## src/rtl/digit_serial_adder.sv

```systemverilog
// Multi-cycle adder/subtractor that consumes WIDTH-bit operands DIGIT bits per clock,
// carrying between digits through a register; start/busy/done handshake, signed overflow.
module digit_serial_adder #(
    parameter int WIDTH = 16,
    parameter int DIGIT = 4
) (
    input  logic             clk,
    input  logic             rst_n,
    input  logic             start,
    input  logic [WIDTH-1:0] A,
    input  logic [WIDTH-1:0] B,
    input  logic             Cin,
    input  logic             Sub,
    output logic             busy,
    output logic             done,
    output logic [WIDTH-1:0] S,
    output logic             Cout,
    output logic             Ovf
);

    localparam int NDIG  = WIDTH / DIGIT;
    localparam int CNT_W = (NDIG > 1) ? $clog2(NDIG) : 1;
    localparam logic [CNT_W-1:0] LAST = CNT_W'(NDIG - 1);

    typedef enum logic {
        IDLE = 1'b0,
        RUN  = 1'b1
    } state_t;

    state_t           state_q, state_d;
    logic [WIDTH-1:0] opa_q, opa_d;
    logic [WIDTH-1:0] opb_q, opb_d;
    logic [WIDTH-1:0] res_q, res_d;
    logic             carry_q, carry_d;
    logic [CNT_W-1:0] cnt_q, cnt_d;
    logic             busy_q, busy_d;
    logic             done_q, done_d;
    logic [WIDTH-1:0] s_q, s_d;
    logic             cout_q, cout_d;
    logic             ovf_q, ovf_d;

    logic [DIGIT:0]   digit_sum_s;
    logic [WIDTH-1:0] sum_ext_s;
    logic [WIDTH-1:0] res_next_s;

    // Current digit sum and the result word with that digit shifted in at the MSB end.
    always_comb begin
        digit_sum_s = {1'b0, opa_q[DIGIT-1:0]} + {1'b0, opb_q[DIGIT-1:0]}
                    + {{DIGIT{1'b0}}, carry_q};
        sum_ext_s   = WIDTH'(digit_sum_s[DIGIT-1:0]);
        res_next_s  = (res_q >> DIGIT) | (sum_ext_s << (WIDTH - DIGIT));
    end

    // Next-state and next-output computation for the IDLE/RUN sequencer.
    always_comb begin
        state_d = state_q;
        opa_d   = opa_q;
        opb_d   = opb_q;
        res_d   = res_q;
        carry_d = carry_q;
        cnt_d   = cnt_q;
        busy_d  = busy_q;
        done_d  = 1'b0;
        s_d     = s_q;
        cout_d  = cout_q;
        ovf_d   = ovf_q;
        case (state_q)
            IDLE: begin
                if (start) begin
                    // Subtraction is A + ~B + ~Cin, so the carry seed is Cin XOR Sub.
                    opa_d   = A;
                    opb_d   = Sub ? ~B : B;
                    carry_d = Cin ^ Sub;
                    cnt_d   = {CNT_W{1'b0}};
                    res_d   = {WIDTH{1'b0}};
                    busy_d  = 1'b1;
                    state_d = RUN;
                end else begin
                    busy_d  = 1'b0;
                end
            end
            RUN: begin
                opa_d   = opa_q >> DIGIT;
                opb_d   = opb_q >> DIGIT;
                carry_d = digit_sum_s[DIGIT];
                res_d   = res_next_s;
                if (cnt_q == LAST) begin
                    // The low digit now holds the operands' original top bits.
                    s_d     = res_next_s;
                    cout_d  = digit_sum_s[DIGIT];
                    ovf_d   = (opa_q[DIGIT-1] == opb_q[DIGIT-1]) &&
                              (digit_sum_s[DIGIT-1] != opa_q[DIGIT-1]);
                    done_d  = 1'b1;
                    busy_d  = 1'b0;
                    cnt_d   = {CNT_W{1'b0}};
                    state_d = IDLE;
                end else begin
                    cnt_d   = cnt_q + CNT_W'(1);
                end
            end
            default: begin
                busy_d  = 1'b0;
                state_d = IDLE;
            end
        endcase
    end

    // State, datapath and output registers.
    always_ff @(posedge clk or negedge rst_n) begin
        if (!rst_n) begin
            state_q <= IDLE;
            opa_q   <= {WIDTH{1'b0}};
            opb_q   <= {WIDTH{1'b0}};
            res_q   <= {WIDTH{1'b0}};
            carry_q <= 1'b0;
            cnt_q   <= {CNT_W{1'b0}};
            busy_q  <= 1'b0;
            done_q  <= 1'b0;
            s_q     <= {WIDTH{1'b0}};
            cout_q  <= 1'b0;
            ovf_q   <= 1'b0;
        end else begin
            state_q <= state_d;
            opa_q   <= opa_d;
            opb_q   <= opb_d;
            res_q   <= res_d;
            carry_q <= carry_d;
            cnt_q   <= cnt_d;
            busy_q  <= busy_d;
            done_q  <= done_d;
            s_q     <= s_d;
            cout_q  <= cout_d;
            ovf_q   <= ovf_d;
        end
    end

    assign busy = busy_q;
    assign done = done_q;
    assign S    = s_q;
    assign Cout = cout_q;
    assign Ovf  = ovf_q;

endmodule

```

## config.mk

```make
export PLATFORM = sky130hd
export DESIGN_NAME = digit_serial_adder
export DESIGN_NICKNAME = d
export VERILOG_FILES = /design/src/rtl/digit_serial_adder.sv
export SDC_FILE = /design/constraint.sdc
export NUM_CORES = 1
export LEC_CHECK = 0
export BUFFER_PORTS_ARGS = -buffer_cell sky130_fd_sc_hd__buf_2
export CAP_MARGIN = 20
export CORE_ASPECT_RATIO = 0.7
export CORE_MARGIN = 5
export CORE_UTILIZATION = 53
export CTS_CLUSTER_SIZE = 12
export DETAILED_ROUTE_END_ITERATION = 12
export GPL_TIMING_DRIVEN = 1
export HOLD_SLACK_MARGIN = 0.12
export PLACE_DENSITY = 0.77
export SETUP_SLACK_MARGIN = 0.3
export SLEW_MARGIN = 20
export SYNTH_ARGS = -nofsm -noshare
export SYNTH_HDL_FRONTEND = slang
export SYNTH_SLANG_ARGS = --single-unit
```

## constraint.sdc

```tcl
create_clock -name clk -period 2.1 [get_ports clk]
set_input_delay 0.21 -clock clk [delete_from_list [all_inputs] [get_ports clk]]
set_output_delay 0.21 -clock clk [all_outputs]
set_load 0.005 [all_outputs]
```

==> impl_metrics.env, run 1 <==
export IMPL_post_route_min_period_ps=1760
export IMPL_yosysTopAreaCell="dfrtp_1"
export IMPL_ant_nets=0
export IMPL_hold_viol_final=0
export IMPL_htree_levels=3
export IMPL_fp_dieH_um=73.9
export IMPL_synth_common_cells="68 x dfrtp_1, 34 x o21ai_0, 32 x mux2i_1, 32 x nand2_1, 14 x mux2_2"
export IMPL_wl_met1_mm=2.96
export IMPL_vias=2155
export IMPL_postSynthCellCount=264
export IMPL_crit_path_frequent_cell="fa_2"
export IMPL_synth_mux_area_frac=0.155
export IMPL_synth_area_um2=3090
export IMPL_r2r_start="carry_q"
export IMPL_hp_start="A[12]"
export IMPL_regToRegEndpoint="carry_q"
export IMPL_reg2reg_depth=5
export IMPL_final_util=0.646
export IMPL_routedWlPerCell_um=15.3
export IMPL_finalPower_mw=4.74
export IMPL_port_buffers=56
export IMPL_grt_max_degree=37
export IMPL_post_place_cells=386
export IMPL_top_layer="met4"
export IMPL_synth_cell_types=30
export IMPL_min_period_over_period=0.839
export IMPL_leakagePower_nw=1.86
export IMPL_die_x_um=101
export IMPL_yosys_most_used_dff="dfrtp_1"
export IMPL_grt_first_pass_wirelength_mm=10.6
export IMPL_cts_num_sinks=68
export IMPL_avgSynthCellArea_um2=11.7
export IMPL_synth_warnings=0
export IMPL_synth_xor_xnor_area_share=0.0510
export IMPL_rows=23
export IMPL_worst_pin_slew_ps=512
export IMPL_ff2ff_setup_slack_ps=340
export IMPL_synth_net_count=307
export IMPL_crit_path_max_fanout=2
export IMPL_dr_wl_met2_mm=2.76
export IMPL_max_freq_ghz=0.567
export IMPL_cts_tree="yes"
export IMPL_clock_latency_ps=340
export IMPL_hpwl_mm=4.32
export IMPL_peakVddDrop_uv=717
export IMPL_synth_area_leaders="dfrtp_1 55%, mux2i_1 10%, o21ai_0 5.5%, mux2_2 5.1%, nand2_1 3.9%"
export IMPL_max_slew_margin=0.657
export IMPL_grt_pass1_vias=2174
export IMPL_drc=0
export IMPL_yosysMostFrequentCell="dfrtp_1"
export IMPL_path_cells="fa_2, fa_2, a21o_2, a21oi_2, mux2i_1"
export IMPL_antenna_found_initial=0
export IMPL_grt_usage=0.189
export IMPL_status="completed"
export IMPL_ios=57
export IMPL_crit_path_end_kind="register"
export IMPL_required_ps=2310
export IMPL_drtIter0Drc=114
export IMPL_clkSlewWorstSetupHoldPaths_ps=70
export IMPL_synth_compound_area_share=0.0948
export IMPL_cp_endpoint="carry_q"
export IMPL_yosysSeqAreaShare=0.551
export IMPL_powerDensity_nw_per_um2=1290
export IMPL_cts_root_buf="clkbuf_8"
export IMPL_slew_viol_final=0
export IMPL_max_cap_violations=0
export IMPL_hold_ws_ps=140
export IMPL_synthSimpleGateAreaFrac=0.0863
export IMPL_die_area_um2=7480
export IMPL_finClkSkew_ps=6.71
export IMPL_synth_edf_count=0
export IMPL_cp_buffers_inverters=0
export IMPL_fillers=464
export IMPL_synth_fa_ha_area_frac=0.0292
export IMPL_crit_slowest_cell="fa_2"
export IMPL_cts_made_buffers=9
export IMPL_antenna_cells=0
export IMPL_cp_depth=5
export IMPL_first_pass_iters=4
export IMPL_finalSetupViolCount=0
export IMPL_crit_start="carry_q"
export IMPL_drive_gt1_frac=0.304
export IMPL_hp_class="in -> reg"
export IMPL_syn_to_final_growth_pct=19.2
export IMPL_met3_length_um=389
export IMPL_vias_per_cell=5.29
export IMPL_rsz0062_at_grt="yes"
export IMPL_finalNonFillerCells=407
export IMPL_async_flop_share=1.00
export IMPL_cp_top_family="adder cells"
export IMPL_drt_wl_total_mm=6.23
export IMPL_tns_ps=0
export IMPL_clock_path_buffers=2
export IMPL_gp_congestion=0.868
export IMPL_path_class="reg -> reg"
export IMPL_synth_top_area_share=0.551
export IMPL_grt_overflow_total=0
export IMPL_layout_nets=370
export IMPL_coreArea_um2=5700
export IMPL_ys_ff_latch=68
export IMPL_initial_core_util=0.542
export IMPL_critPathArrivalTime_ps=1970
export IMPL_cp_start_kind="register"
export IMPL_synth_top_family_by_area="multiplexers"
export IMPL_cpPeakStageDelay_ps=430
## kinds of logic after synthesis
group	Yosys count
buffers and inverters	18
DFF	68
and+or+nand+nor	59
muxes	46
xor gates and xnor gates	18
adders and majority gates	6
AOI/OAI and AO/OA	49
## layout by cell type (no fill, tap or decap), types with 2 or more instances in the layout
cell type       n
buf_4           8
dlygate4sd3_1   4
a22o_1          5
xnor2_1         4
clkbuf_8       12
or3_1           2
a211oi_1        4
nor2_1         11
a31o_1          2
buf_2          56
nand2b_1        8
ha_1            4
fa_2            2
o21ai_0        34
xor2_1         13
clkbuf_1        3
dfrtp_1        67
mux2i_1        32
mux2_2         14
nand2_1        32
## state kept, by name, summed over array words and instances, names as in the netlist
register,count
S,16
opa_q,16
opb_q,16
res_q,12
cnt_q,2
Cout,1
Ovf,1
busy,1
carry_q,1
done,1
state_q,1
## final cells by class
class                   instances  area, µm²  area share
clock inverters                 1       5.00     0.00136
repair buffers                 69        400       0.109
inverters                       1       3.75     0.00102
clock buffers                  15        176      0.0479
well taps                      75       93.8      0.0255
flip-flops and latches         68       1700       0.462
multi-input cells             178       1300       0.353
## worst register-to-register path: cells and delay by family (launching register included)
kind	cells	cell delay, ps
adders and majority gates	2	800
AOI/OAI and AO/OA	2	340
muxes	1	100
DFF	1	400
## timing repair
item / 4_1_cts / 5_1_grt
pin swaps: 0 / 4
gates resized for setup: 3 / 1
setup endpoints to repair: 2 / 2
hold buffers: 4 / 0
endpoints found under the hold margin: 17 / 0
setup buffers: 0 / 1
## worst min path at each step
stage	depth (start not counted)	to	slack [ps]
2_1_floorplan	0	Cout	-90
3_3_place_gp	1	S[4]	150
3_5_place_dp	1	S[4]	160
4_1_cts	3	opa_q[12]	130
5_1_grt	3	opa_q[12]	140
6_report	3	opa_q[12]	140
## where the power goes
part           total [mW]  switching (mW)  internal [mW]
combinational        1.57           0.779          0.793
clock               0.980           0.454          0.526
sequential           2.19           0.360           1.83
total                4.74            1.59           3.15
## metal layers
metal	vias to the layer above	track usage
met2	53	0.271
met1	1053	0.263
met4	0	0.0678
met3	13	0.0702
li1	1036	-
met5	-	0
## metrics by stage
| stage | setup WS (ps) | cell area (µm²) |
|---|---|---|
| 2_1_floorplan | 303 | 3090 |
| 3_3_place_gp | 226 | 3440 |
| 3_5_place_dp | 163 | 3440 |
| 4_1_cts | 322 | 3670 |
| 5_1_grt | 274 | 3680 |
| 6_report | 337 | 3680 |
(Power assumes the default switching activity.)
==> run 2, diff against run 1 <==
Settings changed: CORE_UTILIZATION 53 to 50, PLACE_DENSITY 0.77 to 0.76.
Clock period 2.1 ns to 1.6 ns, I/O delays scaled along.
==> run 2 against run 1 <==
Net effect: the run now ends with setup timing left; hold slack got worse by 4.0 ps; highest routed layer is now met5; critical endpoint unchanged; critical path type unchanged; sequential share of layout area decreased by 1.9 points; first-iteration DRC count decreased by 18%.
==> impl_metrics.env, run 2 (same netlist as run 1, synthesis figures left out) <==
export IMPL_status="finished, violations left"
export IMPL_failed_checks="setup timing"
export IMPL_cts_made_buffers=9
export IMPL_r2r_start="opa_q[0]"
export IMPL_worst_pin_slew_ps=513
export IMPL_cts_tree="yes"
export IMPL_peakVddDrop_uv=793
export IMPL_rows=24
export IMPL_max_slew_margin=0.657
export IMPL_power_frac_clock=0.201
export IMPL_fp_dieH_um=75.8
export IMPL_max_cap_violations=0
export IMPL_final_common_cell="dfrtp_1"
export IMPL_crit_path_max_fanout=2
export IMPL_leakagePower_nw=1.92
export IMPL_layout_nets=381
export IMPL_grt_max_degree=69
export IMPL_antenna_found_initial=1
export IMPL_finalSetupViolCount=8
export IMPL_tns_ps=-649
export IMPL_crit_path_frequent_cell="fa_2"
export IMPL_grt_pass1_vias=2120
export IMPL_drtIter0Drc=93
export IMPL_critPathArrivalTime_ps=1950
export IMPL_drc=0
export IMPL_finalNonFillerCells=421
export IMPL_cp_buffers_inverters=0
export IMPL_ff2ff_setup_slack_ps=-140
export IMPL_hp_start="A[8]"
export IMPL_ant_nets=0
export IMPL_internal_power_mw=4.30
export IMPL_reg2reg_depth=5
export IMPL_cp_start_kind="register"
export IMPL_crit_slowest_cell="fa_2"
export IMPL_required_ps=1820
export IMPL_routedWlPerCell_um=14.6
export IMPL_vias_per_cell=5.07
export IMPL_regToRegEndpoint="carry_q"
export IMPL_path_cells="fa_2, fa_2, a21o_2, a21oi_2, mux2i_1"
export IMPL_post_place_cells=389
export IMPL_clock_path_buffers=2
export IMPL_clkSlewWorstSetupHoldPaths_ps=70
export IMPL_cp_top_family="adder cells"
export IMPL_min_period_over_period=1.09
export IMPL_hold_viol_final=0
export IMPL_fin_ws_ps=-136
export IMPL_hpwl_mm=4.27
export IMPL_first_pass_iters=4
export IMPL_post_route_min_period_ps=1740
export IMPL_drt_wl_total_mm=6.13
export IMPL_rsz0062_at_grt="yes"
export IMPL_coreArea_um2=6130
export IMPL_hp_class="in -> reg"
export IMPL_gp_congestion=0.798
export IMPL_initial_core_util=0.504
export IMPL_p_switching_mw=2.14
export IMPL_crit_path_end_kind="register"
export IMPL_grt_usage=0.166
export IMPL_sw_frac_of_total=0.332
export IMPL_post_place_ws_ps=-154
export IMPL_die_area_um2=7880
export IMPL_hold_end="opa_q[8]"
export IMPL_crit_start="opa_q[0]"
export IMPL_drive_gt1_frac=0.321
export IMPL_syn_to_final_growth_pct=24.5
export IMPL_combPwrFrac=0.362
export IMPL_max_freq_ghz=0.576
export IMPL_final_area_um2=3840
export IMPL_path_class="reg -> reg"
export IMPL_slew_viol_final=0
export IMPL_cts_num_sinks=68
export IMPL_final_cell_mix="67 x dfrtp_1, 56 x buf_2, 32 x mux2i_1, 32 x nand2_1, 30 x o21ai_0"
export IMPL_finClkSkew_ps=10.1
export IMPL_vias=2133
export IMPL_die_x_um=104
export IMPL_cts_root_buf="clkbuf_8"
export IMPL_cpPeakStageDelay_ps=430
export IMPL_port_buffers=56
export IMPL_ios=57
export IMPL_grt_first_pass_wirelength_mm=10.3
export IMPL_whs_path_depth=3
export IMPL_antenna_cells=0
export IMPL_clock_latency_ps=330
export IMPL_htree_levels=3
export IMPL_powerDensity_nw_per_um2=1670
export IMPL_grt_overflow_total=0
export IMPL_pwr_share_seq=0.438
export IMPL_post_dp_cell_area_um2=3480
[run 2: changes by cell type in the layout (fill, tap and decap cells not counted), sizes merged]
cell / previous run / this run
buf: 65 / 69
clkbuf: 15 / 13
clkinvlp: 0 / 2
dlygate4sd3: 4 / 11
[run 2: routing by layer]
layer | vias up | track usage | share of wire | routed length [µm]
li1 | 1049 | - | - | -
met3 | 7 | 0.0779 | 0.070 | 427
met5 | - | 0 | 0.0011 | 7
met1 | 1021 | 0.222 | 0.49 | 2980
met4 | 2 | 0.0345 | 0.0075 | 46
met2 | 54 | 0.251 | 0.44 | 2670
[run 2: layout make-up]
type	instances	area, µm²
flip-flops and latches	68	1700
well taps	78	97.6
inverters	1	8.76
fillers	523	2280
clock inverters	3	20.0
repair buffers	80	526
clock buffers	13	169
multi-input cells	178	1320
[run 2: worst register-to-register path, delay by kind of cell (launching register included)]
| kind | cells | cell delay, ps |
|---|---|---|
| fa+ha+maj | 2 | 780 |
| compound gates | 2 | 350 |
| mux | 1 | 90 |
| flops | 1 | 410 |
[run 2: worst max path at each step]
| stage | end | cells after the start |
|---|---|---|
| floorplan | Cout | 5 |
| global placement | Cout | 5 |
| detailed placement | Cout | 5 |
| CTS | carry_q | 5 |
| global route | carry_q | 5 |
| finish | carry_q | 5 |
[run 2: repair_timing]
item                                    in CTS  in global routing
hold endpoints to repair                    78                  0
hold buffers                                11                  0
endpoints found under the setup margin      22                 23
pin swaps                                    3                  1
buffers inserted                             5                  0
resized for setup                            5                  5
[run 2: power groups by stage]
stage / registers (mW) / clock network, mW / logic (mW)
3_3_place_gp: 2.83 / 0 / 2.04
6_report: 2.82 / 1.29 / 2.33
5_1_grt: 2.92 / 1.42 / 2.60
4_1_cts: 2.81 / 1.34 / 2.29
2_1_floorplan: 2.75 / 0 / 1.46
3_5_place_dp: 2.84 / 0 / 2.13
[run 2: stage by stage]
| step | hold WS (ps) | power [mW] | utilization |
|---|---|---|---|
| global route | 122 | 6.94 | 0.628 |
| detailed placement | 210 | 4.98 | 0.568 |
| floorplan | -136 | 4.21 | - |
| global placement | 205 | 4.86 | 0.568 |
| CTS | 121 | 6.44 | 0.626 |
| finish | 136 | 6.44 | 0.628 |
==> run 3, diff against run 2 <==
Settings changed: PLACE_DENSITY 0.76 to 0.83.
==> run 3 against run 2 <==
Net effect: the flow still finishes with violations (setup timing); sequential share of layout area fell by 0.41 points; sequential power up 1%; sequential cell count unchanged; routed wire length rose by 9.1%; utilization grew 0.59 points; clock skew decreased by 1.0 ps; combinational power hardly changed; critical path type unchanged; highest routed layer is now met4.
==> impl_metrics.env, run 3 (same netlist as run 1, synthesis figures left out) <==
export IMPL_fp_dieH_um=75.8
export IMPL_vias=2170
export IMPL_finalNonFillerCells=422
export IMPL_hp_class="in -> reg"
export IMPL_status="finished, violations left"
export IMPL_ff2ff_setup_slack_ps=-160
export IMPL_fin_ws_ps=-164
export IMPL_required_ps=1830
export IMPL_ant_nets=0
export IMPL_cp_start_kind="register"
export IMPL_cts_num_sinks=68
export IMPL_powerDensity_nw_per_um2=1730
export IMPL_cts_root_buf="clkbuf_8"
export IMPL_port_buffers=56
export IMPL_drtIter0Drc=140
export IMPL_syn_to_final_growth_pct=25.6
export IMPL_cts_made_buffers=9
export IMPL_drive_gt1_frac=0.311
export IMPL_post_place_cells=390
export IMPL_reg2reg_depth=5
export IMPL_rsz0062_at_grt="yes"
export IMPL_failed_checks="setup timing"
export IMPL_clkSlewWorstSetupHoldPaths_ps=80
export IMPL_regToRegEndpoint="carry_q"
export IMPL_finClkSkew_ps=9.07
export IMPL_die_area_um2=7880
export IMPL_initial_core_util=0.504
export IMPL_cp_depth=5
export IMPL_hpwl_mm=4.41
export IMPL_drt_wl_total_mm=6.69
export IMPL_gp_congestion=0.861
export IMPL_antenna_found_initial=0
export IMPL_final_cell_mix="67 x dfrtp_1, 56 x buf_2, 32 x mux2i_1, 32 x nand2_1, 30 x o21ai_0"
export IMPL_grt_pass1_vias=2239
export IMPL_antenna_cells=0
export IMPL_grt_overflow_total=0
export IMPL_crit_path_end_kind="register"
export IMPL_clock_latency_ps=340
export IMPL_routedWlPerCell_um=15.9
export IMPL_crit_start="opa_q[0]"
export IMPL_max_cap_violations=0
export IMPL_min_period_over_period=1.10
export IMPL_peakVddDrop_uv=873
export IMPL_vias_per_cell=5.14
export IMPL_slew_viol_final=0
export IMPL_rows=24
export IMPL_tns_ps=-802
export IMPL_worst_pin_slew_ps=532
export IMPL_hold_ws_ps=128
export IMPL_path_cells="fa_2, fa_2, a21o_4, a21oi_4, mux2i_1"
export IMPL_cp_endpoint="carry_q"
export IMPL_max_freq_ghz=0.567
export IMPL_crit_slowest_cell="fa_2"
export IMPL_grt_first_pass_wirelength_mm=11.0
export IMPL_ios=57
export IMPL_path_class="reg -> reg"
export IMPL_first_pass_iters=4
export IMPL_cts_tree="yes"
export IMPL_final_common_cell="dfrtp_1"
export IMPL_htree_levels=3
export IMPL_grt_usage=0.179
export IMPL_coreArea_um2=6130
export IMPL_grt_max_degree=69
export IMPL_post_route_min_period_ps=1760
export IMPL_drc=0
export IMPL_max_slew_margin=0.644
export IMPL_critPathArrivalTime_ps=1990
export IMPL_layout_nets=382
export IMPL_cp_top_family="adder cells"
export IMPL_clock_path_buffers=2
export IMPL_finalSetupViolCount=8
export IMPL_cpPeakStageDelay_ps=420
export IMPL_leakagePower_nw=1.94
export IMPL_crit_path_max_fanout=2
export IMPL_die_x_um=104
export IMPL_hold_viol_final=0
export IMPL_crit_path_frequent_cell="fa_2"
export IMPL_cp_buffers_inverters=0
export IMPL_r2r_start="opa_q[0]"
[run 3: metal layers]
metal	vias to the layer above	share of wire	GRT usage
met1	1047	0.45	0.227
li1	1051	-	-
met3	9	0.078	0.0728
met2	63	0.47	0.287
met5	-	0	0
met4	0	0.011	0.0532
[run 3: how the worst min path moves through the flow]
stage / from / cells after the start / to / slack (ps)
3_5_place_dp: rst_n / 2 / S[4] / 210
2_1_floorplan: rst_n / 0 / Cout / -140
5_1_grt: A[7] / 3 / opa_q[7] / 130
6_report: A[7] / 3 / opa_q[7] / 130
4_1_cts: A[7] / 3 / opa_q[7] / 120
3_3_place_gp: rst_n / 2 / S[4] / 200
[run 3: power breakdown]
| part | internal, mW | switching, mW | total (mW) |
|---|---|---|---|
| registers | 2.40 | 0.467 | 2.86 |
| logic | 1.19 | 1.14 | 2.33 |
| clock network | 0.877 | 0.663 | 1.54 |
[run 3: cell type report]
cell class,instances,area [µm²]
fill,492,2240
sequential,68,1700
multi-input combinational,178,1330
timing repair buffer,81,529
clock buffer,10,128
tap,78,97.6
clock inverter,6,88.8
inverter,1,8.76
[run 3: stage by stage]
stage                     utilization  power [mW]  worst slack (ps)  area, µm²
after floorplan                     -        4.21             -62.9       3110
after global placement          0.567        4.88              -111       3480
after detailed placement        0.567        5.03              -182       3480
after CTS                       0.628        6.70              -161       3850
after global routing            0.634        7.19              -215       3880
final                           0.634        6.73              -164       3880
[run 3: what timing repair did]
action / 4_1_cts / 5_1_grt
hold buffers: 12 / 1
endpoints found under the setup margin: 23 / 27
setup buffers: 2 / 1
pin swaps: 4 / 0
hold endpoints to repair: 79 / 1
gates resized for setup: 7 / 4
[run 3: tightest hold or removal path: stages]
cell	delay, ps
buf_2	80
mux2i_1	60
o21ai_0	130
